`src/rtl/pulse_stretcher.sv`:
```
// Pulse stretcher: turns single-cycle events into fixed-width level bursts
// (HIGH_CYCLES high, then LOW_CYCLES low). Events that arrive during a burst
// are queued in a saturating pending counter and replayed back to back.
module pulse_stretcher #(
  parameter int HIGH_CYCLES = 4,
  parameter int LOW_CYCLES  = 2,
  parameter int PEND_W      = 3
) (
  input  logic              clk,
  input  logic              rst,
  input  logic              pulse_in,
  output logic              out,
  output logic              busy,
  output logic [PEND_W-1:0] pending,
  output logic              overflow
);

  localparam int MAX_CYC = (HIGH_CYCLES > LOW_CYCLES) ? HIGH_CYCLES : LOW_CYCLES;
  localparam int CW      = $clog2(MAX_CYC + 1);

  localparam logic [CW-1:0]     HIGH_LOAD = CW'(HIGH_CYCLES - 1);
  localparam logic [CW-1:0]     LOW_LOAD  = CW'(LOW_CYCLES - 1);
  localparam logic [PEND_W-1:0] PEND_MAX  = '1;
  localparam logic [PEND_W-1:0] PEND_ONE  = PEND_W'(1);
  localparam logic [CW-1:0]     CNT_ONE   = CW'(1);

  typedef enum logic [1:0] {
    S_IDLE = 2'd0,
    S_HIGH = 2'd1,
    S_LOW  = 2'd2
  } state_t;

  state_t              state_q, state_d;
  logic [CW-1:0]       cnt_q, cnt_d;
  logic [PEND_W-1:0]   pend_q, pend_d;
  logic                ovf_q, ovf_d;

  // Per-edge event decode shared by the state and pending logic.
  logic low_end;   // last cycle of the LOW gap
  logic consume;   // a queued pulse starts the next burst on this edge
  logic direct;    // pulse_in itself starts the next burst on this edge
  logic incr;      // pulse_in must be queued on this edge

  // Next-state, duration counter and pending accounting.
  // NOTE: every always_comb output gets a default first so no path can leave
  // it unassigned; a missing default would infer a latch.
  always_comb begin
    state_d = state_q;
    cnt_d   = cnt_q;
    pend_d  = pend_q;
    ovf_d   = ovf_q;
    low_end = (state_q == S_LOW) && (cnt_q == '0);
    consume = low_end && (pend_q != '0);
    direct  = low_end && !consume && pulse_in;
    // A pulse seen in IDLE starts the burst itself and is never queued.
    incr    = pulse_in && (state_q != S_IDLE) && !direct;

    unique case (state_q)
      S_IDLE: begin
        if (pulse_in) begin
          state_d = S_HIGH;
          cnt_d   = HIGH_LOAD;
        end
      end
      S_HIGH: begin
        if (cnt_q == '0) begin
          state_d = S_LOW;
          cnt_d   = LOW_LOAD;
        end else begin
          cnt_d = cnt_q - CNT_ONE;
        end
      end
      S_LOW: begin
        if (cnt_q != '0) begin
          cnt_d = cnt_q - CNT_ONE;
        end else if (consume || direct) begin
          // Back-to-back burst: no IDLE cycle in between.
          state_d = S_HIGH;
          cnt_d   = HIGH_LOAD;
        end else begin
          state_d = S_IDLE;
        end
      end
      default: begin
        state_d = S_IDLE;
        cnt_d   = '0;
      end
    endcase

    // Consume and queue on the same edge cancel out. A queue request at
    // saturation with nothing consumed drops the pulse and flags it.
    if (incr && !consume) begin
      if (pend_q == PEND_MAX) begin
        ovf_d = 1'b1;
      end else begin
        pend_d = pend_q + PEND_ONE;
      end
    end else if (consume && !incr) begin
      pend_d = pend_q - PEND_ONE;
    end
  end

  // State, counter, pending and sticky overflow registers.
  // NOTE: sequential state uses non-blocking assignments so every register
  // samples the pre-edge values regardless of statement order.
  always_ff @(posedge clk) begin
    if (rst) begin
      state_q <= S_IDLE;
      cnt_q   <= '0;
      pend_q  <= '0;
      ovf_q   <= 1'b0;
    end else begin
      state_q <= state_d;
      cnt_q   <= cnt_d;
      pend_q  <= pend_d;
      ovf_q   <= ovf_d;
    end
  end

  // Moore outputs taken straight from registered state.
  assign out      = (state_q == S_HIGH);
  assign busy     = (state_q != S_IDLE);
  assign pending  = pend_q;
  assign overflow = ovf_q;

endmodule

```
`config.mk`:
```
export PLATFORM = sky130hd
export DESIGN_NAME = pulse_stretcher
export DESIGN_NICKNAME = d
export VERILOG_FILES = /design/src/rtl/pulse_stretcher.sv
export SDC_FILE = /design/constraint.sdc
export NUM_CORES = 1
export LEC_CHECK = 0
export BUFFER_PORTS_ARGS = -buffer_cell sky130_fd_sc_hd__buf_2
export CORE_AREA = 2 2 39 41
export CTS_BUF_LIST = sky130_fd_sc_hd__clkbuf_4
export DETAILED_ROUTE_END_ITERATION = 10
export DIE_AREA = 0 0 41 43
export GPL_TIMING_DRIVEN = 1
export PLACE_DENSITY = 0.61
export SYNTH_ARGS = -nofsm -noshare
export SYNTH_HDL_FRONTEND = slang
export SYNTH_SLANG_ARGS = --single-unit
```
`constraint.sdc`:
```
create_clock -name clk -period 4.5 [get_ports clk]
set_input_delay 0.45 -clock clk [delete_from_list [all_inputs] [get_ports clk]]
set_output_delay 0.45 -clock clk [all_outputs]
set_load 0.005 [all_outputs]
```
# == Word level (Yosys, flattened, before mapping) ==
# Cells that the tools add are included.
# word_totals
ff_bits,9
output_inout_bits,6
word_cells,50
# op_classes
add_sub_neg,3
n_eq_ne,8
n_mux,13
reduce_logical,22
# ops
cell,n
$mux 3,7
$pmux 3 s3,1
$logic_and 1x1->1,8
$mux 2,3
$ne 2x2->1 const B,3
$pmux 2 s3,1
$reduce_and 2->1,3
$reduce_bool 3->1,2
$sub 3x1->3 const B,2
$reduce_bool 2->1,2
$add 3x1->3 const B,1
$eq 3x3->1 const B,1
$logic_not 1->1,3
$logic_not 3->1,1
$ne 3x1->1 const B,1
$reduce_and 3->1,1
$eq 2x1->1 const B,1
$eq 2x2->1 const B,1
$logic_not 2->1,1
$ne 2x1->1 const B,1
$logic_or 1x1->1,1
$mux 1,1

# == Longest topological paths before layout ==
# Gate-level depths: netlist (run 1).
# depth
depth_word,12
ltp_mapped,7
ltp_nobuf,7

# == Least setup slack after synthesis (run 1) ==
# Ideal clock, no wire load.
# synth_timing
path_kind,input -> register
startpoint,in pulse_in
endpoint,reg pend_q[2] (netlist: pending[2])
setup_ps,123
arrival_time_ps,1793
t_required_ps,4377
slack_ps,2583
cell_stages,7
cell_sequence,clkbuf_1 -> o21ai_0 -> fa_1 -> inv_1 -> o211ai_1 -> o211ai_2 -> mux2_1
# synth_between
elab_chain_len,7
word_cells_on_any_way,11
classes_between,eq/ne (1); mux (1); reduce/logical (9)
# synth_rtl
item,line_no,rtl
start: declaration,11,"input logic pulse_in,"
$logic_and 1x1->1,54,direct = low_end && !consume && pulse_in;
$logic_not 1->1,56,incr = pulse_in && (state_q != S_IDLE) && !direct;
$logic_and 1x1->1 (*),56,
$logic_not 1->1,98,end else if (consume && !incr) begin
$logic_and 1x1->1,98,
$reduce_bool 2->1 (no line),n/a,
$reduce_and 2->1 (no line),n/a,
end signal: assignment,115,pend_q <= pend_d;
end: declaration,35,"logic [PEND_W-1:0] pend_q, pend_d;"
# Mark *: on every way between the ends. The rest lies on a longest branch, timed or not.
# A chain may end at the register's enable or synchronous reset.

# == Final worst setup path (run 1) ==
# layout_timing
startpoint,reg state_q[1]
endpoint,reg pend_q[2] (netlist: pending[2])
# layout_between
elab_chain_len,12
word_cells_on_any_way,17
classes_between,eq/ne (2); mux (1); reduce/logical (14)
# layout_rtl
item,line_no,rtl
start: declaration,33,"state_t state_q, state_d;"
start signal: assignment,113,state_q <= state_d;
$eq 2x2->1,52,low_end = (state_q == S_LOW) && (cnt_q == '0);
$logic_and 1x1->1,52,
$logic_and 1x1->1,53,consume = low_end && (pend_q != '0);
$logic_not 1->1,"54, 92",
$logic_and 1x1->1 (2 in series),54,
$logic_not 1->1,56,
$logic_and 1x1->1,56,
$logic_not 1->1,98,
$logic_and 1x1->1,98,
$reduce_bool 2->1 (no line),n/a,
$reduce_and 2->1 (no line),n/a,
# Parallel ways exist; a longest one is shown, timed or not.

==> metrics.txt, run 1 <==
WP data arrival 2.36 ns; Hold WS 0.477 ns; XOR/XNOR Fraction of Synth Area 0.0153; Final TNS setup 0 ns; # nets final 80; crit path capture type register; number of cells on the worst reg-to-reg path 7; die height 43 um; Cells after Synth 68; RD Place Congestion 0.771; vias in the first global route 418; Simple-Gate Fraction of Synth Area 0.266; Mapped Nets 72; worst slew pin tran 0.504 ns; register area share after synthesis 0.314; Worst Path Required 4.66 ns; reg2reg setup slack 2.30 ns; Synth Area in Adders 0.0523; Resize count post-CTS 0; Max FO, Critical Path 15; Multi-input gate area 367 um^2; GRT Total Usage 0.158; global route overflow 0; Port Buffers 8; initial DRC count 7; Synth Register Bits 9; first-pass GRT wire length 1.84 mm; starting density of the core 0.415; synth warn 0; top routing layer used met4; Compound-Gate Fraction of Synth Area 0.285; die area 1760 um^2; Syn Std Cell Area 574 um^2; worst-case clock buffer depth 2; first drt pass iteration count 4; unrepaired setup endpoints after global routing false; worst min-delay path class in -> reg; Post-CTS Repair Setup Buffers 0; largest family of logic cells by synthesized area compound AO/OA/AOI/OAI gates; initial antenna violation count 0; Worst-path clk slew 0.07 ns; post-DP HPWL 781 um; Post-CTS Hold Fix Bufs 0; Hold Crit Depth 2; ant diodes 0; CTS Root Cell clkbuf_4; Leakage 0.000257 uW; WL met2 501 um; Worst-Skew Late Latency 0.27 ns; mux contribution to synthesized area 0.0196; Layout Area Growth over Synthesis 12.2%; power density cells 386 nW/um^2; placed instance area 614 um^2; layout cells sized above 1 0.240; CTS tree built; asr flop ratio synth 0; Vias/cell 5.95; CP startpoint kind register; Tcrit/Tclk final 0.490; row count 14; Layout fillers 155; main flop type after synthesis dfxtp_1; vias post-DR 541; clk_skew 0.00437 ns; library cells used by synthesis 34; relative slew slack 0.663; CTS sink count 9; Die W 41 um; reg2reg start state_q[1]$_SDFFE_PP0P_; slowest stage cell, crit path dfxtp_1; sequential cell area 180 um^2; largest net degree at the start of global routing 17; CP max stage delay 0.62 ns; Hold Path Origin rst; peak supply drop 0.000154 V; Routed WL 1.12 mm; fin crit period 2.20 ns; number of enable flip-flop cells after synthesis 0; Fmax 454 MHz; Avg Cell Area, Syn 8.45 um^2; WL/cell 12.3 um; routed length on met1 549 um; reg2reg end pending[2]$_SDFFE_PP0P_; final setup vio count 0; max_cap viols 0; H-tree levels 1; Hold Path Sink state_q[1]$_SDFFE_PP0P_; crit-path cells o31a_1, o21ai_0, fa_1, inv_1, o211ai_1, o211ai_2, mux2_1; cts bufs inserted 3; critical path type reg -> reg; CORE AREA 1380 um^2; final count of pins violating max slew 0; Final ANT Viol Nets 0; remaining routing DRC violations 0; Design Area, Final 644 um^2; Hold Fails Final Rpt 0; # IOs 9; WL met3 30 um; status complete, no violations
worst max-delay path: cells and delay by family (launching register included):
kind	cells	cell delay (ns)
buffers and inverters	1	0.06
multiplexers	1	0.32
flip-flops	1	0.62
AO/OA/AOI/OAI	4	0.65
adder cells (fa/ha/maj)	1	0.43
state kept, by name, summed over array words and instances, names as in the netlist:
signal    count
cnt_q         3
pending       3
overflow      1
state_q       2
Yosys cell counts, drive strengths merged, types with 2 or more instances:
cell type / number / area, um^2
dfxtp: 9 / 180
nand2: 6 / 22.5
nor2: 6 / 22.5
a21oi: 5 / 25.0
nor3: 4 / 31.3
o211ai: 4 / 35.0
clkbuf: 3 / 11.3
nor2b: 3 / 18.8
o21ai: 3 / 15.0
buf: 2 / 8.75
inv: 2 / 7.51
nand3: 2 / 10.0
o211a: 2 / 20.0
where the power goes:
| part | internal (uW) | switching [uW] |
|---|---|---|
| Sequential | 88.6 | 21.0 |
| Combinational | 34.2 | 31.5 |
| Clock | 40.4 | 33.0 |
logic make-up after synthesis:
family                     Yosys count
xor gates and xnor gates             1
DFF                                  9
AOI/OAI and AO/OA                   21
muxes                                1
adders and majority gates            2
and+or+nand+nor                     27
buffers and inverters                7
cell usage in the layout (no fill, tap or decap), drive strengths merged:
cell,synthesis,layout
o21ba,1,1
a32oi,1,1
mux2,1,1
or2,1,1
o41ai,1,1
nor2b,3,3
fa,1,1
nand4,1,1
nor3b,1,1
dfxtp,9,9
o31a,1,1
nor2,6,6
nand3,2,2
a211o,1,1
a21oi,5,5
a311oi,1,1
xnor2,1,1
o211a,2,2
nor3,4,4
inv,2,2
or3,1,1
o211ai,4,4
clkbuf,3,4
nand2,6,6
buf,2,8
a21boi,1,1
nand3b,1,1
maj3,1,1
o21ai,3,3
and4,1,1
through the flow:
step	std cells	util	total power, uW	worst slack, ns
2_1_floorplan	68	-	161	2.58
3_3_place_gp	87	0.444	177	2.38
3_5_place_dp	87	0.444	178	2.30
4_1_cts	91	0.466	250	2.29
5_1_grt	91	0.466	266	2.17
6_report	91	0.466	249	2.30
area by class of cell:
type,instances,area share
Multi-Input combinational cell,52,0.569
Tap cell,16,0.0311
Clock buffer,4,0.0466
Inverter,2,0.0117
Timing Repair Buffer,8,0.0621
Sequential cell,9,0.280
metal layers:
layer  up-vias  track usage
li1        265            -
met1       263        0.236
met2         8        0.188
met3         5       0.0314
met4         0        0.120
met5         -            0
how the worst max path moves through the flow:
stage	from	slack [ns]	endpoint
final	state_q[1]$_SDFFE_PP0P_	2.30	pending[2]$_SDFFE_PP0P_
after global routing	state_q[1]$_SDFFE_PP0P_	2.17	pending[2]$_SDFFE_PP0P_
after CTS	state_q[1]$_SDFFE_PP0P_	2.29	pending[2]$_SDFFE_PP0P_
after detailed placement	state_q[1]$_SDFFE_PP0P_	2.30	pending[2]$_SDFFE_PP0P_
after global placement	state_q[1]$_SDFFE_PP0P_	2.38	pending[2]$_SDFFE_PP0P_
after floorplan	pulse_in	2.58	pending[2]$_SDFFE_PP0P_
No activity file was read; power rests on OpenSTA's default activity.
==> run 2: changes to the inputs <==
clock period = 2.2 ns   (was 4.5 ns; I/O delays follow)
==> metrics.txt, run 2 (synthesis gave the netlist of run 1 again) <==
status complete, no violations; Worst Path Required 2.36 ns; vias post-DR 522; peak supply drop 0.000331 V; CP startpoint cnt_q[0]$_SDFFE_PP0P_; final count of pins violating max slew 0; Multi-input gate area 367 um^2; Tcrit/Tclk final 0.939; first-pass GRT wire length 1.88 mm; CP max stage delay 0.39 ns; fin crit period 2.07 ns; Port Buffers 8; RD Place Congestion 0.762; initial DRC count 22; first drt pass iteration count 4; CP Depth 7; remaining routing DRC violations 0; CTS tree built; unrepaired setup endpoints after global routing false; starting density of the core 0.415; crit path capture type register; Resize count post-CTS 0; WL/cell 12.5 um; final setup vio count 0; CORE AREA 1380 um^2; Post-CTS Repair Setup Buffers 0; Die W 41 um; crit-path cells o31a_1, o21ai_0, fa_1, inv_1, o211ai_1, o211ai_2, mux2_1; reg2reg setup slack 0.13 ns; number of cells on the worst reg-to-reg path 7; Worst-path clk slew 0.06 ns; relative slew slack 0.742; Routed WL 1.17 mm; reg2reg end pending[2]$_SDFFE_PP0P_; cts bufs inserted 3; CTS Root Cell clkbuf_4; Fmax 484 MHz; WP data arrival 2.23 ns; Final ANT Viol Nets 0; Post-CTS Hold Fix Bufs 0; worst min-delay path class in -> reg; CP bufs+invs 1; Hold Fails Final Rpt 0; worst-case clock buffer depth 2; worst slew pin tran 0.383 ns; clk_skew 0.000771 ns; ant diodes 0; # nets final 82; row count 14; die area 1760 um^2; Final TNS setup 0 ns; post-DP HPWL 817 um; power density cells 787 nW/um^2; initial antenna violation count 0; critical path type reg -> reg; Vias/cell 5.61; CP top delay family compound AO/OA/AOI/OAI gates; Leakage 0.000268 uW; layout cells sized above 1 0.260; crit path capture pending[2]$_SDFFE_PP0P_; slowest stage cell, crit path dfxtp_1; most common cell after layout, fill and taps aside dfxtp_1; sequential cell area 180 um^2; Layout Area Growth over Synthesis 14.8%; GRT Total Usage 0.162; CTS sink count 9; reg2reg start cnt_q[0]$_SDFFE_PP0P_; Worst-Skew Late Latency 0.27 ns; CP startpoint kind register; global route overflow 0; vias in the first global route 420; Max FO, Critical Path 7; largest net degree at the start of global routing 16; Layout fillers 142; commonest cells after routing, fill and taps aside dfxtp_1, buf_2, nor2_1, nand2_1, a21oi_1; H-tree levels 1; PnR Total Power 519 uW; die height 43 um; max_cap viols 0; # IOs 9
==> run 2: cell count changes in the layout (fill, tap and decap cells not counted) <==
cell,delta
buf_4,+2
==> run 2: worst min path at each step <==
stage / start / to / slack, ns / cells after the start
final: rst / state_q[1]$_SDFFE_PP0P_ / 0.24 / 2
after global routing: rst / cnt_q[0]$_SDFFE_PP0P_ / 0.26 / 2
after CTS: rst / state_q[1]$_SDFFE_PP0P_ / 0.24 / 2
after detailed placement: rst / state_q[1]$_SDFFE_PP0P_ / 0.53 / 2
after global placement: rst / overflow$_SDFFE_PP0P_ / 0.53 / 2
after floorplan: overflow$_SDFFE_PP0P_ / overflow / 0.51 / 0
==> run 2: per-stage QoR <==
| step | std cells | cell area [um^2] | worst slack (ns) | utilization | hold WS [ns] |
|---|---|---|---|---|---|
| 2_1_floorplan | 68 | 574 | 0.341 | - | 0.510 |
| 3_3_place_gp | 89 | 629 | 0.245 | 0.455 | 0.534 |
| 3_5_place_dp | 89 | 629 | 0.179 | 0.455 | 0.533 |
| 4_1_cts | 93 | 659 | 0.167 | 0.476 | 0.244 |
| 5_1_grt | 93 | 659 | 0.0493 | 0.476 | 0.256 |
| 6_report | 93 | 659 | 0.135 | 0.476 | 0.244 |
==> run 2: report_power, final <==
part / leakage (uW) / switching (uW) / total (uW) / internal [uW]
registers: 0.0000739 / 26.0 / 207 / 181
clock network: 0.0000184 / 67.4 / 150 / 82.7
logic: 0.000175 / 85.1 / 162 / 76.4
==> run 2: final cells by class <==
| cell class | instances | share of cell area |
|---|---|---|
| tap | 16 | 0.0304 |
| sequential | 9 | 0.273 |
| clock buffer | 4 | 0.0455 |
| multi-input combinational | 52 | 0.556 |
| timing repair buffer | 10 | 0.0835 |
| inverter | 2 | 0.0114 |
==> run 2: routing by layer <==
| layer | wire, um | GRT usage | share of wire |
|---|---|---|---|
| met5 | 0 | 0 | 0 |
| met4 | 32 | 0.120 | 0.027 |
| met3 | 34 | 0.0314 | 0.029 |
| met2 | 515 | 0.197 | 0.44 |
| met1 | 584 | 0.242 | 0.50 |
==> run 3: changes to the inputs <==
CTS_BUF_LIST = not set   (was sky130_fd_sc_hd__clkbuf_4)
==> metrics.txt, run 3 (synthesis gave the netlist of run 1 again) <==
clk_skew 0.00408 ns; Most Crowded Layer GR met1; reg2reg end pending[2]$_SDFFE_PP0P_; ant diodes 0; first-pass GRT wire length 1.89 mm; relative slew slack 0.744; initial DRC count 28; RD Place Congestion 0.762; Final ANT Viol Nets 0; WL/cell 12.5 um; CTS sink count 9; Tcrit/Tclk final 0.931; Hold Fails Final Rpt 0; Hold Crit Depth 2; placed instance area 629 um^2; # IOs 9; worst slew pin tran 0.380 ns; crit path capture pending[2]$_SDFFE_PP0P_; Worst-path clk slew 0.07 ns; Die W 41 um; power density cells 777 nW/um^2; Design Area, Final 656 um^2; routing usage on met3 0.0314; initial antenna violation count 0; max_cap viols 0; fin crit period 2.05 ns; worst-case clock buffer depth 2; setup ws final 0.151 ns; # nets final 82; Worst-Skew Late Latency 0.28 ns; CTS tree built; reg2reg start cnt_q[0]$_SDFFE_PP0P_; CP startpoint kind register; Multi-input gate area 367 um^2; final setup vio count 0; Vias/cell 5.71; worst min-delay path class in -> reg; most common cell after layout, fill and taps aside dfxtp_1; number of cells on the worst reg-to-reg path 7; commonest cells after routing, fill and taps aside dfxtp_1, buf_2, nor2_1, nand2_1, a21oi_1; pre-CTS setup slack 0.179 ns; final count of pins violating max slew 0; Resize count post-CTS 0; reg2reg setup slack 0.15 ns; Routed WL 1.17 mm; Worst Path Required 2.37 ns; CTS Root Cell clkbuf_4; Max FO, Critical Path 7; CP startpoint cnt_q[0]$_SDFFE_PP0P_; met2 Use GR 0.197; post-DP HPWL 817 um; row count 14; Leakage 0.000264 uW; crit path capture type register; Port Buffers 8; largest net degree at the start of global routing 16; vias post-DR 531; Layout fillers 140; vias in the first global route 422; critical path type reg -> reg; Layout Area Growth over Synthesis 14.2%; Final Core Density 0.474; global route overflow 0; status complete, no violations; sequential cell area 180 um^2; Post-CTS Hold Fix Bufs 0; CORE AREA 1380 um^2; first drt pass iteration count 4; die height 43 um; GRT Total Usage 0.162; peak supply drop 0.000336 V; Fmax 488 MHz; Final TNS setup 0 ns; cts bufs inserted 3; unrepaired setup endpoints after global routing false; H-tree levels 1; Post-CTS Repair Setup Buffers 0; GRT met1 Usage 0.242; die area 1760 um^2; WP data arrival 2.22 ns; remaining routing DRC violations 0; starting density of the core 0.415; layout cells sized above 1 0.247
==> run 3: layout make-up <==
cell class	count	share of cell area
clock buffers	4	0.0401
repair buffers	10	0.0840
multi-input cells	52	0.559
flip-flops and latches	9	0.275
inverters	2	0.0115
well taps	16	0.0305
==> run 3: worst min path at each step <==
stage | startpoint | to | slack (ns)
final | rst | overflow$_SDFFE_PP0P_ | 0.24
after global routing | rst | cnt_q[0]$_SDFFE_PP0P_ | 0.26
after CTS | rst | state_q[1]$_SDFFE_PP0P_ | 0.24
after detailed placement | rst | state_q[1]$_SDFFE_PP0P_ | 0.53
after global placement | rst | overflow$_SDFFE_PP0P_ | 0.53
after floorplan | overflow$_SDFFE_PP0P_ | overflow | 0.51
==> run 3: critical path, stage by stage, from the launching register on <==
cell      delay (ns)
dfxtp_1         0.39
o31a_1          0.35
o21ai_0         0.34
fa_1            0.28
inv_1           0.05
o211ai_1        0.10
o211ai_2        0.12
mux2_1          0.31
==> run 3: stage by stage <==
step / hold WS (ns) / power [uW] / std cells
2_1_floorplan: 0.510 / 330 / 68
4_1_cts: 0.244 / 510 / 93
3_5_place_dp: 0.533 / 372 / 89
5_1_grt: 0.256 / 540 / 93
6_report: 0.238 / 509 / 93
3_3_place_gp: 0.534 / 369 / 89
==> run 3: power by group <==
part	total (uW)	internal, uW	switching (uW)
clock network	141	70.4	70.5
logic	161	76.4	85.0
registers	207	181	26.0
==> run 3: layer usage <==
| metal | vias up | share of wire |
|---|---|---|
| li1 | 265 | - |
| met1 | 244 | 0.48 |
| met2 | 17 | 0.44 |
| met3 | 5 | 0.045 |
| met4 | 0 | 0.027 |
| met5 | - | 0 |
